<file path="src/rtl/muldiv_ctrl.sv">
`default_nettype none
// ============================================================================
// Module   : muldiv_ctrl
// Purpose  : Multi-cycle sequencer for the EX-stage multiply/divide unit.
//            It runs a MUL_LAT-cycle multiply or a 32-step restoring divide,
//            stalls the pipeline through busy while running, and then writes
//            HI/LO once with a one-cycle done/hilo_we pulse.
// Ports    : clk, rst_n (sync, active-low)
//            start, op_div, op_sign, src_a, src_b, flush  - EX-stage request
//            busy                                          - stall request
//            done, hilo_we, hi_o, lo_o                     - HI/LO write port
// Revision : 1.0 - initial release
// ============================================================================
module muldiv_ctrl #(
    parameter int MUL_LAT = 2
) (
    input  logic        clk,
    input  logic        rst_n,
    input  logic        start,
    input  logic        op_div,
    input  logic        op_sign,
    input  logic [31:0] src_a,
    input  logic [31:0] src_b,
    input  logic        flush,
    output logic        busy,
    output logic        done,
    output logic        hilo_we,
    output logic [31:0] hi_o,
    output logic [31:0] lo_o
);

    typedef enum logic [1:0] {
        ST_IDLE = 2'd0,
        ST_MUL  = 2'd1,
        ST_DIV  = 2'd2,
        ST_DONE = 2'd3
    } state_t;

    localparam logic [5:0] c_mul_last   = 6'(MUL_LAT - 1);
    localparam logic [5:0] c_div_last   = 6'd31;
    localparam bit         c_mul_direct = (MUL_LAT == 1);

    // Sign-extending (or zero-extending) 32x32 multiply, truncated to 64 bits.
    function automatic logic [63:0] f_mul(input logic [31:0] a,
                                          input logic [31:0] b,
                                          input logic        s);
        f_mul = {{32{s & a[31]}}, a} * {{32{s & b[31]}}, b};
    endfunction

    state_t      r_state;
    state_t      w_state_next;
    logic [5:0]  r_cnt;
    logic [31:0] r_opa;        // multiplicand, or dividend shifting into quotient
    logic [31:0] r_opb;        // multiplier, or divisor magnitude
    logic [31:0] r_rem;        // partial remainder (always below the divisor)
    logic        r_sign;
    logic        r_qneg;
    logic        r_rneg;

    logic        w_accept;
    logic [31:0] w_abs_a;
    logic [31:0] w_abs_b;
    logic [32:0] w_rem_shift;
    logic        w_rem_ge;
    logic [31:0] w_rem_sub;
    logic [31:0] w_rem_next;
    logic [31:0] w_quo_next;
    logic [31:0] w_quo_fix;
    logic [31:0] w_rem_fix;
    logic [63:0] w_mul_res;
    logic        w_mul_load;
    logic        w_div_load;

    assign w_accept = start & ~flush & (r_state == ST_IDLE);

    // Divide works on magnitudes; signs are reapplied when the result is written.
    assign w_abs_a = (op_sign & src_a[31]) ? (~src_a + 32'd1) : src_a;
    assign w_abs_b = (op_sign & src_b[31]) ? (~src_b + 32'd1) : src_b;

    // One restoring step: shift in the next dividend bit, subtract if it fits.
    // The remainder stays below the divisor, so the 33-bit shifted value's low
    // 32 bits hold the exact difference whenever the subtraction succeeds.
    // A zero divisor naturally yields an all-ones quotient and remainder = |a|.
    assign w_rem_shift = {r_rem, r_opa[31]};
    assign w_rem_ge    = (w_rem_shift >= {1'b0, r_opb});
    assign w_rem_sub   = w_rem_shift[31:0] - r_opb;
    assign w_rem_next  = w_rem_ge ? w_rem_sub : w_rem_shift[31:0];
    assign w_quo_next  = {r_opa[30:0], w_rem_ge};
    assign w_quo_fix   = r_qneg ? (~w_quo_next + 32'd1) : w_quo_next;
    assign w_rem_fix   = r_rneg ? (~w_rem_next + 32'd1) : w_rem_next;

    // The HI/LO register is the final stage of the multiply chain. With a
    // single-cycle latency the product must come straight from the inputs,
    // because the operand registers are only being loaded on that edge.
    generate
        if (MUL_LAT == 1) begin : g_mul_direct
            assign w_mul_res = f_mul(src_a, src_b, op_sign);
        end else begin : g_mul_piped
            assign w_mul_res = f_mul(r_opa, r_opb, r_sign);
        end
    endgenerate

    // Results are loaded on the edge that enters DONE, so they are valid
    // during the done pulse. A flush on that edge suppresses the write.
    assign w_mul_load = c_mul_direct ? (w_accept & ~op_div)
                                     : ((r_state == ST_MUL) && (r_cnt == c_mul_last) && !flush);
    assign w_div_load = (r_state == ST_DIV) && (r_cnt == c_div_last) && !flush;

    // ------------------------------------------------------------------------
    // State register
    // ------------------------------------------------------------------------
    always_ff @(posedge clk) begin
        if (!rst_n) begin
            r_state <= ST_IDLE;
        end else begin
            r_state <= w_state_next;
        end
    end

    // ------------------------------------------------------------------------
    // Next-state and control outputs
    // ------------------------------------------------------------------------
    always_comb begin
        w_state_next = r_state;
        busy         = 1'b0;
        done         = 1'b0;
        case (r_state)
            ST_IDLE: begin
                if (w_accept) begin
                    // High in the accept cycle so the instruction holds in EX.
                    busy = 1'b1;
                    if (op_div) begin
                        w_state_next = ST_DIV;
                    end else if (c_mul_direct) begin
                        w_state_next = ST_DONE;
                    end else begin
                        w_state_next = ST_MUL;
                    end
                end
            end
            ST_MUL: begin
                busy = 1'b1;
                if (flush) begin
                    w_state_next = ST_IDLE;
                end else if (r_cnt == c_mul_last) begin
                    w_state_next = ST_DONE;
                end
            end
            ST_DIV: begin
                busy = 1'b1;
                if (flush) begin
                    w_state_next = ST_IDLE;
                end else if (r_cnt == c_div_last) begin
                    w_state_next = ST_DONE;
                end
            end
            ST_DONE: begin
                // The instruction has completed: write even under flush, and
                // ignore start since EX still holds this same instruction.
                done         = 1'b1;
                w_state_next = ST_IDLE;
            end
            default: begin
                w_state_next = ST_IDLE;
            end
        endcase
    end

    assign hilo_we = done;

    // ------------------------------------------------------------------------
    // Datapath
    // ------------------------------------------------------------------------
    always_ff @(posedge clk) begin
        if (!rst_n) begin
            r_cnt  <= '0;
            r_opa  <= '0;
            r_opb  <= '0;
            r_rem  <= '0;
            r_sign <= 1'b0;
            r_qneg <= 1'b0;
            r_rneg <= 1'b0;
            hi_o   <= '0;
            lo_o   <= '0;
        end else begin
            if (w_accept) begin
                r_sign <= op_sign;
                if (op_div) begin
                    r_opa  <= w_abs_a;
                    r_opb  <= w_abs_b;
                    r_rem  <= '0;
                    r_cnt  <= 6'd0;
                    r_qneg <= op_sign & (src_a[31] ^ src_b[31]);
                    r_rneg <= op_sign & src_a[31];
                end else begin
                    r_opa <= src_a;
                    r_opb <= src_b;
                    r_cnt <= 6'd1;
                end
            end
            if (r_state == ST_MUL) begin
                r_cnt <= r_cnt + 6'd1;
            end
            if (r_state == ST_DIV) begin
                r_cnt <= r_cnt + 6'd1;
                r_rem <= w_rem_next;
                r_opa <= w_quo_next;
            end
            if (w_mul_load) begin
                hi_o <= w_mul_res[63:32];
                lo_o <= w_mul_res[31:0];
            end
            if (w_div_load) begin
                hi_o <= w_rem_fix;
                lo_o <= w_quo_fix;
            end
        end
    end

endmodule
`default_nettype wire

</file>
<file path="config.mk">
export PLATFORM = sky130hd
export DESIGN_NAME = muldiv_ctrl
export DESIGN_NICKNAME = d
export VERILOG_FILES = /design/src/rtl/muldiv_ctrl.sv
export SDC_FILE = /design/constraint.sdc
export NUM_CORES = 2
export LEC_CHECK = 0
export CORE_MARGIN = 4
export CORE_UTILIZATION = 29
export CTS_CLUSTER_SIZE = 30
export DETAILED_ROUTE_END_ITERATION = 6
export GPL_TIMING_DRIVEN = 0
export SYNTH_ARGS = -nofsm -noshare
export SYNTH_HDL_FRONTEND = slang
export SYNTH_SLANG_ARGS = --single-unit
</file>
<file path="constraint.sdc">
create_clock -name clk -period 11.91 [get_ports clk]
set_input_delay 2.9775 -clock clk [delete_from_list [all_inputs] [get_ports clk]]
set_output_delay 2.9775 -clock clk [all_outputs]
set_load 0.05 [all_outputs]
</file>
Word level (Yosys, flattened, before mapping)
Cells that the tools add are included.
{"block": "totals", "register_bits": 171, "output_inout_bits": 67, "word_cells": 83}
{"block": "classes", "n_addsub": 6, "multipliers": 1, "magnitude_cmp": 1, "eq_ne": 8, "muxes": 30, "bitwise": 13, "reduce_logical": 14}
{"op": "32-bit 2-to-1 mux", "count": 16}
{"op": "32-bit by 1-bit adder with 32-bit output (second input constant)", "count": 4}
{"op": "32-bit inverter", "count": 4}
{"op": "33-bit by 33-bit multiplier with 64-bit output", "count": 1}
{"op": "33-bit by 32-bit >= comparator with 1-bit output", "count": 1}
{"op": "32-bit subtractor", "count": 1}
{"op": "6-bit 2-to-1 mux", "count": 3}
{"op": "2-bit 2-to-1 mux", "count": 6}
{"op": "2-bit one-hot mux with 4 select lines", "count": 1}
{"op": "1-bit bitwise AND", "count": 7}
{"op": "6-bit by 1-bit adder with 6-bit output (second input constant)", "count": 1}
{"op": "6-bit by 1-bit == test with 1-bit output (second input constant)", "count": 1}
{"op": "6-bit by 5-bit == test with 1-bit output (second input constant)", "count": 1}
{"op": "3-bit by 2-bit != test with 1-bit output (second input constant)", "count": 2}
{"op": "2-bit nonzero test", "count": 3}
{"op": "2-bit == test (second input constant)", "count": 2}
{"op": "1-bit logical AND", "count": 4}
{"op": "2-bit AND reduction", "count": 2}
{"op": "1-bit 2-to-1 mux", "count": 3}
{"op": "3-bit AND reduction", "count": 1}
{"op": "3-bit nonzero test", "count": 1}
{"op": "2-bit by 1-bit == test with 1-bit output (second input constant)", "count": 1}
{"op": "2-bit logical NOT", "count": 1}
{"op": "2-bit != test (second input constant)", "count": 1}
{"op": "5 further kinds", "count": 5}

Longest topological paths before layout
{"block": "logic_depth", "depth_word": 6, "mapped_depth": 33}

Worst setup path after synthesis
No wires, ideal clock.
{"block": "synth_path", "path_kind": "register to register", "start": "reg r_opa[31]", "end": "reg hi_o[25]", "setup_ns": 0.116, "t_arrival_ns": 7.961, "setup_slack_ns": 3.833, "path_stages_with_launch": 32, "n_path_buf": 3, "cell_sequence": "dfxtp_1 > clkbuf_1 > clkbuf_1 > and3_1 > fa_1 > inv_1 > fa_1 > inv_1 > fa_1 > fa_1 > inv_1 > fa_1 > inv_1 > fa_1 > inv_1 > fa_1 > fa_1 > inv_1 > ha_1 > clkbuf_1 > a21o_1 > a21o_1 > a21o_1 > a21oi_1 > nor2b_1 > o21ai_0 > nand2b_1 > a21oi_1 > o41a_1 > xor2_1 > o21ai_0 > a31o_2"}
{"block": "synth_via", "elab_chain_len": 6}
{"item": "start, declared", "line": "53", "rtl": "logic [31:0] r_opa;"}
{"item": "start signal, assigned", "line": "189", "rtl": "r_opa <= w_abs_a;"}
{"item": "start signal, assigned", "line": "196", "rtl": "r_opa <= src_a;"}
{"item": "start signal, assigned", "line": "207", "rtl": "r_opa <= w_quo_next;"}
{"item": "branches (longest 5 deep; another with 33-bit by 33-bit multiplier with 64-bit output)"}
{"item": "32-bit 2-to-1 mux (*)", "line": "213", "rtl": "if (w_div_load) begin"}
{"item": "end signal, assigned", "line": "210", "rtl": "hi_o <= w_mul_res[63:32];"}
{"item": "end signal, assigned", "line": "214", "rtl": "hi_o <= w_rem_fix;"}
{"item": "end, declared", "line": "28", "rtl": "output logic [31:0] hi_o,"}
Mark *: on every way between the ends. The select of a mux whose other input is x is not followed.
A chain may end at the register's enable or synchronous reset.

Worst setup path in the final report
{"block": "layout_path", "start": "reg r_opa[15]", "end": "reg hi_o[20]"}
{"block": "layout_via", "elab_chain_len": 3}
{"item": "33-bit by 33-bit multiplier with 64-bit output", "line": "47", "rtl": "f_mul = {{32{s & a[31]}}, a} * {{32{s & b[31]}}, b};"}
{"item": "32-bit 2-to-1 mux", "line": "209", "rtl": "if (w_mul_load) begin"}
{"item": "32-bit 2-to-1 mux", "line": "213"}
Every way passes these cells. The select of a mux whose other input is x is not followed.

==> reports/qor.yml <==
setup_path:
  cp_top_family: "adder cells"
  criticalPathCategory: "reg2reg"
  r2r_cells: 29
  cp.required_ps: 12310
  crit_cells: 29
  critPathMaxFanout: 10
  arrival_ps: 12110
  start_kind: "flop"
  worst_path_max_delay_cell: "clkbuf_1"
  crit_buf_inv: 7
  slowest_delay_ps: 1240
  end_kind: "flop"
  cpMostUsedCell: "fa_1"
hold_path:
  worstHoldPathType: "reg2reg"
  hold_depth: 2
routing:
  drt_iter0_drc: 4577
  vias: 42600
  viasPerCell: 5.15
  route.detailed.drc: 0
  drtAntennaViolNets: 0
  firstDrtPassIters: 6
  wl_per_cell_microns: 25.5
  wl_microns: 211000
cts:
  cts_buffers: 17
  cts_tree: "yes"
  clock_path_buffers: 2
  cts-resized-gates: 0
  cts_setup_buffers: 0
  cts_htree_levels: 4
  cts_sinks: 171
  ctsHoldBuffers: 0
  clkTransAtPathRegs_ps: 80
  worst_skew_pair.late_latency_ps: 480
  clockRootBuffer: "clkbuf_16"
synth:
  syn-instance-count: 5818
  ys_seq_area_share_pct: 6.86
  synth_flop_cell: "dfxtp_1"
  synthesis.nets: 7269
  synth_edf_count: 0
  ys_seq_elements: 171
  ys.warnings.count: 0
  syn_avg_cell_area_sq_um: 8.58
  yosysUniqueCellTypes: 92
  synthArstFlopShare_pct: 0
  synth_area_sq_mm: 0.0499
finish:
  layout_commonest_cell: "inv_1"
  synthToLayoutAreaGrowth_pct: 9.65
  num-fill-cells: 18000
  layout.nets: 7421
  final_cell_mix: "inv_1 (1,195), fa_1 (1,125), nand2_1 (841)"
  seq_area_sq_mm: 0.00342
  stdcell_count: 8286
  multi_input_area_sq_mm: 0.0406
  final_util_pct: 32.1
  drive_above_1_share_pct: 1.45
sta:
  skew_ps: 15.0
  setup_tns_ps: 0
  max_freq_ghz: 0.0854
  setup_viol: 0
  worst_slew_pin_slew_ps: 1590
  relSlewSlack_pct: -6.22
  finalCriticalPeriod_ps: 11710
  timing.final.crit_share_pct: 98.4
  drv_slew: 28
  hold_viol: 0
  rsz0062_at_grt: "no"
floorplanning:
  row_count: 151
  dieArea_sq_mm: 0.179
  fp.dieW_microns: 423
  ios: 137
  die_height_microns: 423
  start_util_pct: 29.3
  core_area_sq_mm: 0.170
outcome:
  status: "complete, but fails checks"
  violations: "capacitance limit, slew limit"
global_routing:
  overflow: 0
  track_usage_pct: 23.6
  grt_max_degree: 25
  grt_use_met2_pct: 36.9
  met3_usage_pct: 5.11
  grt_pass1_wl_microns: 309000
  antenna_found_initial: 14
  grt_use_met1_pct: 30.6
  top_usage_layer: "met2"
  grt_pass1_vias: 44100
placed_design:
  hpwlAfterDp_microns: 178000
  dp_cells: 8246
  portBuffers: 133
  place.gp.congestion: 0.976
pwr:
  p_leak_nw: 24.8
  peakVddDrop_uv: 262
  p_per_area_mw_per_mm2: 218
job:
  max-cap-violations: 5
[layout make-up]
type,instances,share of cell area (%)
antenna,8,0.0366
buffer,362,2.50
clock buffer,18,0.803
clock inverter,14,0.274
inverter,1199,8.23
multi-input combinational,4086,74.2
sequential,171,6.26
tap,2295,5.25
timing repair buffer,133,2.43
[through the flow]
step | worst slack (ps) | hold slack, ps | area, sq um | total power, mW
final | 196 | 474 | 54700 | 11.9
after global routing | 95.6 | 489 | 54700 | 12.6
after CTS | 544 | 480 | 54700 | 11.7
after detailed placement | 549 | 470 | 54100 | 11.0
after global placement | 600 | 469 | 54100 | 11.0
after floorplan | 3830 | 490 | 49900 | 7.13
[cell usage after synthesis, types with 7 or more instances]
master / instances / area (sq um)
xnor2_1: 115 / 1010
o21a_1: 13 / 97.6
nand2_1: 841 / 3160
nand3_1: 39 / 195
or4_1: 8 / 60.1
clkbuf_1: 314 / 1180
or2_2: 18 / 113
o31ai_1: 17 / 128
a211oi_1: 116 / 871
nor4_1: 15 / 93.8
fa_1: 1126 / 22500
a221oi_1: 11 / 96.3
a21oi_1: 187 / 936
a22oi_1: 10 / 75.1
a211o_1: 10 / 87.6
nor3b_1: 7 / 52.6
o21ai_0: 118 / 591
and2_1: 315 / 1970
dfxtp_1: 171 / 3420
nand2b_1: 23 / 144
a311oi_1: 18 / 158
nor2b_1: 15 / 93.8
a31oi_1: 36 / 225
o21bai_1: 12 / 90.1
nand4_1: 17 / 106
buf_1: 41 / 154
ha_1: 255 / 3190
inv_1: 1195 / 4490
nor2_1: 336 / 1260
or3_1: 28 / 175
nor3_1: 38 / 190
xor2_1: 84 / 736
o221ai_1: 19 / 166
mux2i_1: 23 / 230
o211ai_1: 18 / 135
a21o_1: 60 / 450
and3_1: 45 / 282
[layer usage]
metal  up-vias  wire length, microns
met1     22000                 83200
met3       478                 20100
met5         -                    29
met4         4                 13900
li1      18000                     -
met2      2214                 94200
[worst register-to-register path, delay by kind of cell, from the launching register on]
| family | cells | cell delay [ps] |
|---|---|---|
| AND/OR/NAND/NOR | 7 | 1600 |
| adder cells (fa/ha/maj) | 9 | 4310 |
| XOR/XNOR | 1 | 430 |
| buffers and inverters | 7 | 3000 |
| AO/OA/AOI/OAI | 5 | 1960 |
| flip-flops | 1 | 310 |
[worst paths after layout]
check                                             from  slack [ps]                     to
worst max-delay path            r_opa[15]$_SDFFE_PN0P_         200  hi_o[20]$_SDFFE_PN0P_
worst min-delay path              lo_o[4]$_SDFFE_PN0P_         470   lo_o[4]$_SDFFE_PN0P_
worst max register to register  r_opa[15]$_SDFFE_PN0P_         200  hi_o[20]$_SDFFE_PN0P_
worst min register to register    lo_o[4]$_SDFFE_PN0P_         470   lo_o[4]$_SDFFE_PN0P_
[state kept, by name (all words and copies together) (netlist names)]
| name | cells |
|---|---|
| hi_o | 32 |
| lo_o | 32 |
| r_opa | 32 |
| r_opb | 32 |
| r_rem | 32 |
| r_cnt | 6 |
| r_state | 2 |
| r_qneg | 1 |
| r_rneg | 1 |
| r_sign | 1 |
[report_power, final]
part           total (mW)  switching, mW  internal [mW]
logic                10.4           7.24           3.20
registers           0.868          0.182          0.686
clock network       0.602          0.316          0.286
[cells by family (layout without fill, tap and decap cells)]
kind of cell    Yosys count  after routing  share of synthesized area [%]
mux                      26             26                          0.529
xor+xnor                199            199                           3.49
buf+inv                1561           1726                           11.8
compound gates          707            707                           9.39
simple gates           1773           1773                           16.4
flops                   171            171                           6.86
other cells               0              8                              0
fa+ha+maj              1381           1381                           51.6
(Power assumes the default switching activity.)
